<file path="src/rtl/axis_sideband_packer_if.sv">
// AXI-Stream bundle around the sideband packer: narrow-sideband input side, packed-TUSER output side.
// The slave modport is the packer's view; master is the upstream/downstream environment.
interface axis_sideband_packer_if #(
    parameter int DATA_WIDTH    = 64,
    parameter int KEEP_WIDTH    = DATA_WIDTH/8,
    parameter int TID_WIDTH     = 2,
    parameter int TDEST_WIDTH   = 2,
    parameter int USER_IN_WIDTH = 1,
    parameter int TUSER_WIDTH   = TID_WIDTH + TDEST_WIDTH + USER_IN_WIDTH + KEEP_WIDTH
);
    logic [DATA_WIDTH-1:0]    s_axis_tdata;
    logic [KEEP_WIDTH-1:0]    s_axis_tkeep;
    logic [TID_WIDTH-1:0]     s_axis_tid;
    logic [TDEST_WIDTH-1:0]   s_axis_tdest;
    logic [USER_IN_WIDTH-1:0] s_axis_tuser;
    logic                     s_axis_tlast;
    logic                     s_axis_tvalid;
    logic                     s_axis_tready;

    logic [DATA_WIDTH-1:0]    m_axis_tdata;
    logic [TUSER_WIDTH-1:0]   m_axis_tuser;
    logic                     m_axis_tlast;
    logic                     m_axis_tvalid;
    logic                     m_axis_tready;

    modport slave (
        input  s_axis_tdata, s_axis_tkeep, s_axis_tid, s_axis_tdest, s_axis_tuser,
        input  s_axis_tlast, s_axis_tvalid,
        output s_axis_tready,
        output m_axis_tdata, m_axis_tuser, m_axis_tlast, m_axis_tvalid,
        input  m_axis_tready
    );

    modport master (
        output s_axis_tdata, s_axis_tkeep, s_axis_tid, s_axis_tdest, s_axis_tuser,
        output s_axis_tlast, s_axis_tvalid,
        input  s_axis_tready,
        input  m_axis_tdata, m_axis_tuser, m_axis_tlast, m_axis_tvalid,
        output m_axis_tready
    );
endinterface

</file>
<file path="src/rtl/axis_sideband_packer.sv">
// Folds tid/tdest/tuser/tkeep into one tuser bus, pins tid/tdest per packet, counts sideband errors.
// Latency: 1 cycle input to output through a main+skid register pair; full throughput.
// Backpressure: s_axis_tready is registered and drops only while the skid register holds a beat.
module axis_sideband_packer #(
    parameter int DATA_WIDTH    = 64,
    parameter int KEEP_WIDTH    = DATA_WIDTH/8,
    parameter int TID_WIDTH     = 2,
    parameter int TDEST_WIDTH   = 2,
    parameter int USER_IN_WIDTH = 1,
    parameter int TUSER_WIDTH   = TID_WIDTH + TDEST_WIDTH + USER_IN_WIDTH + KEEP_WIDTH,
    parameter int CNT_WIDTH     = 32
) (
    input  logic                 clk,
    input  logic                 reset_n,
    axis_sideband_packer_if.slave axis,
    output logic [CNT_WIDTH-1:0] pkt_count,
    output logic [CNT_WIDTH-1:0] id_err_count,
    output logic [CNT_WIDTH-1:0] keep_err_count,
    output logic                 err_pulse
);
    localparam int SB_WIDTH = TID_WIDTH + TDEST_WIDTH;

    typedef struct packed {
        logic [DATA_WIDTH-1:0]  tdata;
        logic [TUSER_WIDTH-1:0] tuser;
        logic                   tlast;
    } beat_t;

    beat_t               in_beat;
    beat_t               main_beat;
    beat_t               skid_beat;
    logic                main_vld;
    logic                skid_vld;
    logic                s_rdy;
    logic                in_pkt;
    logic [SB_WIDTH-1:0] held_sb;
    logic [SB_WIDTH-1:0] in_sb;
    logic [SB_WIDTH-1:0] pkt_sb;
    logic                in_acc;
    logic                out_acc;
    logic                id_err;
    logic                keep_err;

    assign in_acc  = axis.s_axis_tvalid && s_rdy;
    assign out_acc = main_vld && axis.m_axis_tready;
    assign in_sb   = {axis.s_axis_tid, axis.s_axis_tdest};
    // Continuation beats reuse the sideband captured on the first beat.
    assign pkt_sb  = in_pkt ? held_sb : in_sb;

    assign id_err   = in_acc && in_pkt && (in_sb != held_sb);
    assign keep_err = in_acc && !axis.s_axis_tlast && (axis.s_axis_tkeep != {KEEP_WIDTH{1'b1}});

    always_comb begin
        in_beat       = '0;
        in_beat.tdata = axis.s_axis_tdata;
        in_beat.tuser = {pkt_sb, axis.s_axis_tuser, axis.s_axis_tkeep};
        in_beat.tlast = axis.s_axis_tlast;
    end

    // Skid buffer: main feeds the output, skid catches the one beat accepted while main stalls.
    always_ff @(posedge clk) begin
        if (!reset_n) begin
            main_vld <= 1'b0;
            skid_vld <= 1'b0;
            s_rdy    <= 1'b0;
        end else if (!main_vld || out_acc) begin
            s_rdy <= 1'b1;
            if (skid_vld) begin
                main_beat <= skid_beat;
                main_vld  <= 1'b1;
                skid_vld  <= 1'b0;
            end else begin
                main_vld <= in_acc;
                if (in_acc) begin
                    main_beat <= in_beat;
                end
            end
        end else if (in_acc) begin
            skid_beat <= in_beat;
            skid_vld  <= 1'b1;
            s_rdy     <= 1'b0;
        end else begin
            s_rdy <= !skid_vld;
        end
    end

    always_ff @(posedge clk) begin
        if (!reset_n) begin
            in_pkt         <= 1'b0;
            held_sb        <= '0;
            pkt_count      <= '0;
            id_err_count   <= '0;
            keep_err_count <= '0;
            err_pulse      <= 1'b0;
        end else begin
            err_pulse <= id_err || keep_err;
            if (in_acc) begin
                in_pkt <= !axis.s_axis_tlast;
                if (!in_pkt) begin
                    held_sb <= in_sb;
                end
                if (axis.s_axis_tlast) begin
                    pkt_count <= pkt_count + CNT_WIDTH'(1);
                end
            end
            // Error counters saturate so a stuck source cannot make them look healthy again.
            if (id_err && (id_err_count != {CNT_WIDTH{1'b1}})) begin
                id_err_count <= id_err_count + CNT_WIDTH'(1);
            end
            if (keep_err && (keep_err_count != {CNT_WIDTH{1'b1}})) begin
                keep_err_count <= keep_err_count + CNT_WIDTH'(1);
            end
        end
    end

    assign axis.s_axis_tready = s_rdy;
    assign axis.m_axis_tvalid = main_vld;
    assign axis.m_axis_tdata  = main_beat.tdata;
    assign axis.m_axis_tuser  = main_beat.tuser;
    assign axis.m_axis_tlast  = main_beat.tlast;
endmodule

</file>
<file path="src/flat_wrapper.sv">
// flat-port wrapper written by rule: the top's interface ports become plain ports
module axis_sideband_packer_flat 
#(
    parameter int DATA_WIDTH    = 64,
    parameter int KEEP_WIDTH    = DATA_WIDTH/8,
    parameter int TID_WIDTH     = 2,
    parameter int TDEST_WIDTH   = 2,
    parameter int USER_IN_WIDTH = 1,
    parameter int TUSER_WIDTH   = TID_WIDTH + TDEST_WIDTH + USER_IN_WIDTH + KEEP_WIDTH,
    parameter int CNT_WIDTH     = 32
)
  (clk, reset_n, pkt_count, id_err_count, keep_err_count, err_pulse, axis_s_axis_tdata, axis_s_axis_tkeep, axis_s_axis_tid, axis_s_axis_tdest, axis_s_axis_tuser, axis_s_axis_tlast, axis_s_axis_tvalid, axis_s_axis_tready, axis_m_axis_tdata, axis_m_axis_tuser, axis_m_axis_tlast, axis_m_axis_tvalid, axis_m_axis_tready);
  axis_sideband_packer_if #(.DATA_WIDTH(DATA_WIDTH), .KEEP_WIDTH(KEEP_WIDTH), .TID_WIDTH(TID_WIDTH), .TDEST_WIDTH(TDEST_WIDTH), .USER_IN_WIDTH(USER_IN_WIDTH), .TUSER_WIDTH(TUSER_WIDTH)) axis_i ();
  input  logic clk;
  input  logic reset_n;
  output logic [CNT_WIDTH-1:0] pkt_count;
  output logic [CNT_WIDTH-1:0] id_err_count;
  output logic [CNT_WIDTH-1:0] keep_err_count;
  output logic err_pulse;
  input wire logic [$bits(axis_i.s_axis_tdata)-1:0] axis_s_axis_tdata;
  input wire logic [$bits(axis_i.s_axis_tkeep)-1:0] axis_s_axis_tkeep;
  input wire logic [$bits(axis_i.s_axis_tid)-1:0] axis_s_axis_tid;
  input wire logic [$bits(axis_i.s_axis_tdest)-1:0] axis_s_axis_tdest;
  input wire logic [$bits(axis_i.s_axis_tuser)-1:0] axis_s_axis_tuser;
  input wire logic [$bits(axis_i.s_axis_tlast)-1:0] axis_s_axis_tlast;
  input wire logic [$bits(axis_i.s_axis_tvalid)-1:0] axis_s_axis_tvalid;
  output wire logic [$bits(axis_i.s_axis_tready)-1:0] axis_s_axis_tready;
  output wire logic [$bits(axis_i.m_axis_tdata)-1:0] axis_m_axis_tdata;
  output wire logic [$bits(axis_i.m_axis_tuser)-1:0] axis_m_axis_tuser;
  output wire logic [$bits(axis_i.m_axis_tlast)-1:0] axis_m_axis_tlast;
  output wire logic [$bits(axis_i.m_axis_tvalid)-1:0] axis_m_axis_tvalid;
  input wire logic [$bits(axis_i.m_axis_tready)-1:0] axis_m_axis_tready;
  assign axis_i.s_axis_tdata = axis_s_axis_tdata;
  assign axis_i.s_axis_tkeep = axis_s_axis_tkeep;
  assign axis_i.s_axis_tid = axis_s_axis_tid;
  assign axis_i.s_axis_tdest = axis_s_axis_tdest;
  assign axis_i.s_axis_tuser = axis_s_axis_tuser;
  assign axis_i.s_axis_tlast = axis_s_axis_tlast;
  assign axis_i.s_axis_tvalid = axis_s_axis_tvalid;
  assign axis_s_axis_tready = axis_i.s_axis_tready;
  assign axis_m_axis_tdata = axis_i.m_axis_tdata;
  assign axis_m_axis_tuser = axis_i.m_axis_tuser;
  assign axis_m_axis_tlast = axis_i.m_axis_tlast;
  assign axis_m_axis_tvalid = axis_i.m_axis_tvalid;
  assign axis_i.m_axis_tready = axis_m_axis_tready;
  axis_sideband_packer #(.DATA_WIDTH(DATA_WIDTH), .KEEP_WIDTH(KEEP_WIDTH), .TID_WIDTH(TID_WIDTH), .TDEST_WIDTH(TDEST_WIDTH), .USER_IN_WIDTH(USER_IN_WIDTH), .TUSER_WIDTH(TUSER_WIDTH), .CNT_WIDTH(CNT_WIDTH)) u_core (.clk(clk), .reset_n(reset_n), .axis(axis_i), .pkt_count(pkt_count), .id_err_count(id_err_count), .keep_err_count(keep_err_count), .err_pulse(err_pulse));
endmodule
</file>
<file path="config.mk">
export PLATFORM = sky130hd
export DESIGN_NAME = axis_sideband_packer_flat
export DESIGN_NICKNAME = d
export VERILOG_FILES = /design/src/rtl/axis_sideband_packer_if.sv /design/src/rtl/axis_sideband_packer.sv /design/src/flat_wrapper.sv
export SDC_FILE = /design/constraint.sdc
export NUM_CORES = 1
export LEC_CHECK = 0
export ABC_AREA = 0
export CELL_PAD_IN_SITES_DETAIL_PLACEMENT = 2
export CELL_PAD_IN_SITES_GLOBAL_PLACEMENT = 2
export CORE_MARGIN = 2
export CORE_UTILIZATION = 35
export DETAILED_ROUTE_END_ITERATION = 8
export PLACE_DENSITY_LB_ADDON = 0.25
export SYNTH_ARGS = -nofsm -noshare
export SYNTH_HDL_FRONTEND = slang
export SYNTH_SLANG_ARGS = --single-unit
export TNS_END_PERCENT = 30
</file>
<file path="constraint.sdc">
create_clock -name clk -period 9.6 [get_ports clk]
set_clock_uncertainty 0.1 [all_clocks]
set_input_delay 1.92 -clock clk [delete_from_list [all_inputs] [get_ports clk]]
set_output_delay 1.92 -clock clk [all_outputs]
set_load 0.02 [all_outputs]
</file>
==> results.py, run 1 <==
metrics = {
    "place": {
        "dp_hpwl_mm": 23.8,
        "gp_congestion": 0.744,
        "post-place-cells": 1483,
        "place_ws_ns": 4.37,
        "portBuffers": 258,
    },
    "grt": {
        "grt_antenna_before_repair": 3,
        "grt_max_degree": 88,
        "grt_pass1_vias": 8639,
        "grt_use_total": 0.211,
        "grt_pass1_wl_mm": 52.6,
        "grt.overflow.total": 0,
    },
    "hold_path": {
        "hold_start": "u_core.pkt_count[31]",
        "worstHoldPathType": "reg2reg",
    },
    "worst_setup_path": {
        "crit_chain": "clkdlybuf4s50_1 -> buf_4 -> inv_2 -> buf_4 -> or2_2 -> nor2_4 -> buf_4",
        "critPathTopFamily": "buffers and inverters",
        "worstSetupStartpoint": "reset_n",
        "crit_buf_inv": 5,
        "cp_max_fo": 87,
        "crit_path_frequent_cell": "buf_4",
        "slowest_delay_ns": 0.84,
        "r2r_start": "u_core.skid_vld",
        "cp.required_ns": 9.65,
        "slowest_stage": "buf_4",
        "path_class": "in2reg",
        "startpoint_type": "input port",
        "critPathArrivalTime_ns": 4.68,
        "end_kind": "register",
    },
    "drt": {
        "totalWireLength_mm": 34.2,
        "vias": 8166,
        "viasPerCell": 5.30,
        "dr.pass1.iters": 5,
        "drtAntennaViolNets": 0,
        "wl_per_cell_um": 22.2,
        "drc": 0,
        "drt_iter0_drc": 349,
    },
    "sta": {
        "fin_ws_ns": 4.96,
        "worst_pin_slew_ns": 1.15,
        "fmax_ghz": 0.216,
        "hold_viol": 0,
        "setup-tns-final_ns": 0,
        "finalCriticalPeriod_ns": 4.64,
        "setup_viol": 0,
        "slew_headroom": 0.233,
        "fin_crit_sh": 0.483,
        "rsz0062_at_grt": "no",
        "holdWs_ns": 0.385,
        "final_max_slew_viol_count": 0,
    },
    "synthesis": {
        "ys_seq_area_frac": 0.631,
        "synth_area_leader_cell": "edfxtp_1",
        "yosys.area.top_type_share": 0.436,
        "synthFlopType": "edfxtp_1",
        "ys_ff_latch": 261,
        "synthArstFlopShare": 0,
        "synth_cell_types": 45,
        "netlist_area_mm2": 0.0107,
        "synth.avg_cell_area_um2": 12.5,
        "synth_enable_flop_cells": 156,
        "syn_inst": 862,
        "synth_area_leaders": "edfxtp_1, dfxtp_1, mux2_2",
        "synth_nets": 947,
        "yosys_warnings": 0,
    },
    "floorplanning": {
        "boundaryPins": 259,
        "start_util": 0.353,
        "core_area_mm2": 0.0304,
        "die_h_um": 179,
        "die_w_um": 179,
        "dieArea_mm2": 0.0321,
        "row_count": 64,
    },
    "job": {
        "maxCapViolCount": 0,
    },
    "layout": {
        "layout_common_cells": "clkdlybuf4s50_1, edfxtp_1, dfxtp_1, mux2_2, nand2_1",
        "fin_nets": 1203,
        "layout.cells.non_filler": 1540,
        "syn_to_final_growth_pct": 36.7,
        "fill_cells": 3016,
        "post-route-util": 0.483,
        "final_common_cell": "clkdlybuf4s50_1",
        "drive_above_1_share": 0.122,
    },
    "power_and_ir_drop": {
        "p_leak_nw": 4.71,
        "powerDensity_mw_per_mm2": 167,
        "vdd_drop_max_mv": 0.122,
    },
    "clock_network": {
        "cts.htree.levels": 1,
        "clk_pin_slew_worst_paths_ns": 0.06,
        "cts_tree": "built",
        "clkLatencyLatePin_ns": 0.54,
        "cts_sinks": 261,
        "hold_buffers": 0,
        "cts-root-buf": "clkbuf_16",
        "numCtsBuffers": 29,
        "cts_resized": 0,
        "postCtsSetupBuffers": 0,
        "clock_path_buffers": 3,
    },
    "status": {
        "status": "completed",
    },
}
Yosys cell counts (2+ instances only):
cell type / n
a21o_1: 3
a21oi_1: 46
a311oi_1: 4
and2_1: 11
and3_1: 18
and4_1: 15
buf_2: 5
clkbuf_1: 33
dfxtp_1: 105
edfxtp_1: 156
ha_1: 3
inv_1: 11
mux2_2: 81
mux2i_1: 14
nand2_1: 54
nand2b_1: 14
nand3_1: 37
nand4_1: 31
nor2_1: 50
nor2b_1: 2
nor3_1: 12
nor4_1: 10
o211ai_1: 5
o21ai_0: 19
o31ai_1: 25
or2_2: 2
or3_1: 20
or4_1: 26
xnor2_1: 24
xor2_1: 11
per-layer routing:
metal / routed length [um] / GRT usage
met5: 13 / 0
met4: 561 / 0.0390
met3: 2490 / 0.0534
met2: 16800 / 0.371
met1: 14300 / 0.264
cell type report:
cell class / instances / area (um2) / share of cell area
antenna: 3 / 7.51 / 0.000511
multi-input combinational: 551 / 3780 / 0.257
tap: 396 / 495 / 0.0337
inverter: 11 / 41.3 / 0.00281
clock buffer: 35 / 748 / 0.0509
sequential: 261 / 6790 / 0.462
timing repair buffer: 264 / 2630 / 0.179
clock inverter: 19 / 198 / 0.0135
metrics by stage:
step,cell area (um2),power (mW)
detailed placement,13700,1.37
global route,14700,2.54
CTS,14700,2.49
global placement,13700,1.36
finish,14700,2.46
floorplan,10700,1.29
worst paths after layout:
path	depth (start not counted)	slack [ns]	to
setup / recovery	7	4.96	u_core.skid_beat[49]
hold / removal	2	0.39	u_core.pkt_count[31]
setup reg to reg	3	6.69	u_core.axis.m_axis_tdata[48]
hold reg to reg	2	0.39	u_core.pkt_count[31]
state kept, by name, indices dropped and copies added, names as in the netlist:
| register | cells |
|---|---|
| u_core.held_sb | 4 |
| u_core.err_pulse | 1 |
| u_core.keep_err_count | 32 |
| u_core.axis.m_axis_tvalid | 1 |
| u_core.axis.m_axis_tdata | 64 |
| u_core.skid_vld | 1 |
| u_core.axis.s_axis_tready | 1 |
| u_core.axis.m_axis_tlast | 1 |
| u_core.axis.m_axis_tuser | 13 |
| u_core.skid_beat | 78 |
| u_core.id_err_count | 32 |
| u_core.in_pkt | 1 |
| u_core.pkt_count | 32 |
power by group:
part / total [mW] / internal (mW) / switching, mW
Clock: 1.11 / 0.661 / 0.450
Sequential: 1.21 / 1.20 / 0.00901
Combinational: 0.136 / 0.0683 / 0.0676
worst min-delay path: stages, from the launching register on:
cell and delay, ns:
dfxtp_1 0.32, nand2_1 0.06, mux2i_1 0.05
logic make-up after synthesis:
logic type	count (synthesis)	share of synthesized area
XOR/XNOR	35	0.0285
AND/OR/NAND/NOR	304	0.154
multiplexers	95	0.0979
adder cells (fa/ha/maj)	3	0.00349
buffers and inverters	50	0.0182
flip-flops	261	0.631
AO/OA/AOI/OAI	114	0.0660
Note: power is estimated with default switching activity, not from simulation.
==> run 2: changes to the inputs <==
- CORE_UTILIZATION: 35 -> 33
- clock period: 9.6 -> 4.7 ns (I/O delays scaled with it)
==> run 2 against run 1 <==
Via count down 1.6%. Sequential power up 100%. Setup slack worse by 3.3 ns. Clock power up 98%. Clock-buffer cell count up 8. Sequential share of layout area down 0.23 points.
==> results.py, run 2 (same netlist as run 1, synthesis figures left out) <==
metrics = {
    "power_and_ir_drop": {
        "vdd_drop_max_mv": 0.250,
        "p_int_mw": 3.86,
        "p_seq_frac": 0.500,
        "powerDensity_mw_per_mm2": 335,
        "netSwitchingFraction": 0.219,
        "p_total_mw": 4.94,
        "pwr-share-comb": 0.055,
        "power_switching_mw": 1.08,
        "clkPwrFrac": 0.445,
        "p_leak_nw": 4.72,
    },
    "place": {
        "post-place-cells": 1531,
        "dp_hpwl_mm": 22.2,
        "gp_congestion": 0.720,
        "portBuffers": 258,
    },
    "grt": {
        "grt_max_degree": 87,
        "grt_pass1_wl_mm": 50.8,
        "grt_use_total": 0.189,
        "grt_pass1_vias": 8630,
        "grt_antenna_before_repair": 5,
        "grt.overflow.total": 0,
    },
    "worst_setup_path": {
        "reg2reg_slack_ns": 2.11,
        "startpoint_type": "input port",
        "slowest_delay_ns": 0.69,
        "cp_max_fo": 16,
        "crit_path_frequent_cell": "or4_1",
        "slowest_stage": "or4_1",
        "cp.required_ns": 5.07,
        "end_kind": "register",
        "path_class": "in2reg",
        "r2r_start": "u_core.id_err_count[4]",
        "reg2reg_to": "u_core.id_err_count[18]",
        "critPathArrivalTime_ns": 3.43,
        "crit_chain": "clkdlybuf4s50_1 -> nand3_1 -> a41o_1 -> or4_1 -> or4_1 -> a21oi_1",
        "worstRegToRegCells": 5,
    },
    "hold_path": {
        "min_to": "u_core.pkt_count[31]",
        "worstHoldPathType": "reg2reg",
        "min_path_cells": 2,
        "hold_start": "u_core.pkt_count[31]",
    },
    "drt": {
        "drc": 0,
        "wl_met2_mm": 15.3,
        "wl_per_cell_um": 20.4,
        "dr.pass1.iters": 6,
        "drt_iter0_drc": 285,
        "wl_met3_mm": 2.75,
        "drtAntennaViolNets": 0,
        "met1_length_mm": 13.6,
        "viasPerCell": 5.06,
        "totalWireLength_mm": 32.4,
        "vias": 8039,
        "top_layer": "met5",
    },
    "floorplanning": {
        "core_area_mm2": 0.0323,
        "row_count": 66,
        "die_h_um": 184,
        "start_util": 0.333,
        "die_w_um": 184,
        "dieArea_mm2": 0.0340,
        "boundaryPins": 259,
    },
    "layout": {
        "drive_above_1_share": 0.119,
        "layout_common_cells": "clkdlybuf4s50_1, edfxtp_1, dfxtp_1, mux2_2, nand2_1",
        "layout.cells.non_filler": 1589,
        "final_common_cell": "clkdlybuf4s50_1",
        "largest_register": "u_core.skid_beat",
        "largest_reg_flops": 78,
        "fin_nets": 1206,
        "syn_to_final_growth_pct": 37.3,
    },
    "job": {
        "maxCapViolCount": 0,
    },
    "clock_network": {
        "cts.htree.levels": 1,
        "numCtsBuffers": 30,
        "clkLatencyLatePin_ns": 0.55,
        "cts_sinks": 261,
        "postCtsSetupBuffers": 0,
        "cts_tree": "built",
        "cts-root-buf": "clkbuf_16",
        "clk_pin_slew_worst_paths_ns": 0.06,
        "clock_path_buffers": 3,
        "cts_resized": 0,
        "hold_buffers": 0,
    },
    "sta": {
        "fmax_ghz": 0.326,
        "final_max_slew_viol_count": 0,
        "rsz0062_at_grt": "no",
        "worst_pin_slew_ns": 1.04,
        "fin_crit_sh": 0.653,
        "setup_viol": 0,
        "slew_headroom": 0.300,
        "holdWs_ns": 0.384,
        "finalCriticalPeriod_ns": 3.07,
        "hold_viol": 0,
    },
    "status": {
        "status": "completed",
    },
}
[run 2: changes by cell type in the layout (fill, tap and decap cells not counted), sizes merged]
cell,change
clkbuf,+8
clkinv,+1
buf,+2
clkinvlp,-3
diode,-1
bufinv,-3
inv,-1
[run 2: final cells by class]
class / count / area [um2]
inverter: 11 / 41.3
clock buffer: 43 / 821
sequential: 261 / 6790
tap: 442 / 553
timing repair buffer: 266 / 2680
antenna: 2 / 5.00
fill: 3236 / 17500
clock inverter: 13 / 90.1
multi-input combinational: 551 / 3780
[run 2: power groups by stage]
stage	logic, mW	clock network (mW)	registers (mW)
after floorplan	0.0842	0	2.55
after global placement	0.261	0	2.52
after detailed placement	0.271	0	2.52
after CTS	0.275	2.28	2.47
after global routing	0.291	2.36	2.48
final	0.270	2.20	2.47
[run 2: how the worst max path moves through the flow]
stage | startpoint | endpoint | slack (ns) | cells past startpoint
after global placement | axis_s_axis_tvalid | u_core.id_err_count[26] | 1.14 | 6
after floorplan | reset_n | u_core.skid_beat[0] | -0.82 | 4
after CTS | axis_s_axis_tvalid | u_core.id_err_count[18] | 1.65 | 6
after detailed placement | axis_s_axis_tvalid | u_core.id_err_count[28] | 1.06 | 6
after global routing | axis_s_axis_tvalid | u_core.id_err_count[6] | 1.46 | 6
final | axis_s_axis_tvalid | u_core.id_err_count[18] | 1.63 | 6
[run 2: critical path, delay by kind of cell]
kind / cells / cell delay, ns
AOI/OAI and AO/OA: 2 / 0.52
buffers and inverters: 1 / 0.58
and+or+nand+nor: 3 / 1.39
[run 2: routing by layer]
layer | vias up | GRT usage
li1 | 3795 | -
met1 | 3988 | 0.231
met2 | 207 | 0.320
met3 | 43 | 0.0680
met4 | 6 | 0.0419
met5 | - | 0
[run 2: metrics by stage]
stage | setup TNS, ns | setup WS (ns) | utilization | cell area (um2)
final | 0 | 1.63 | 0.457 | 14800
after global routing | 0 | 1.46 | 0.457 | 14800
after detailed placement | 0 | 1.06 | 0.429 | 13800
after global placement | 0 | 1.14 | 0.429 | 13800
after CTS | 0 | 1.65 | 0.457 | 14800
after floorplan | -64.11 | -0.822 | - | 10800
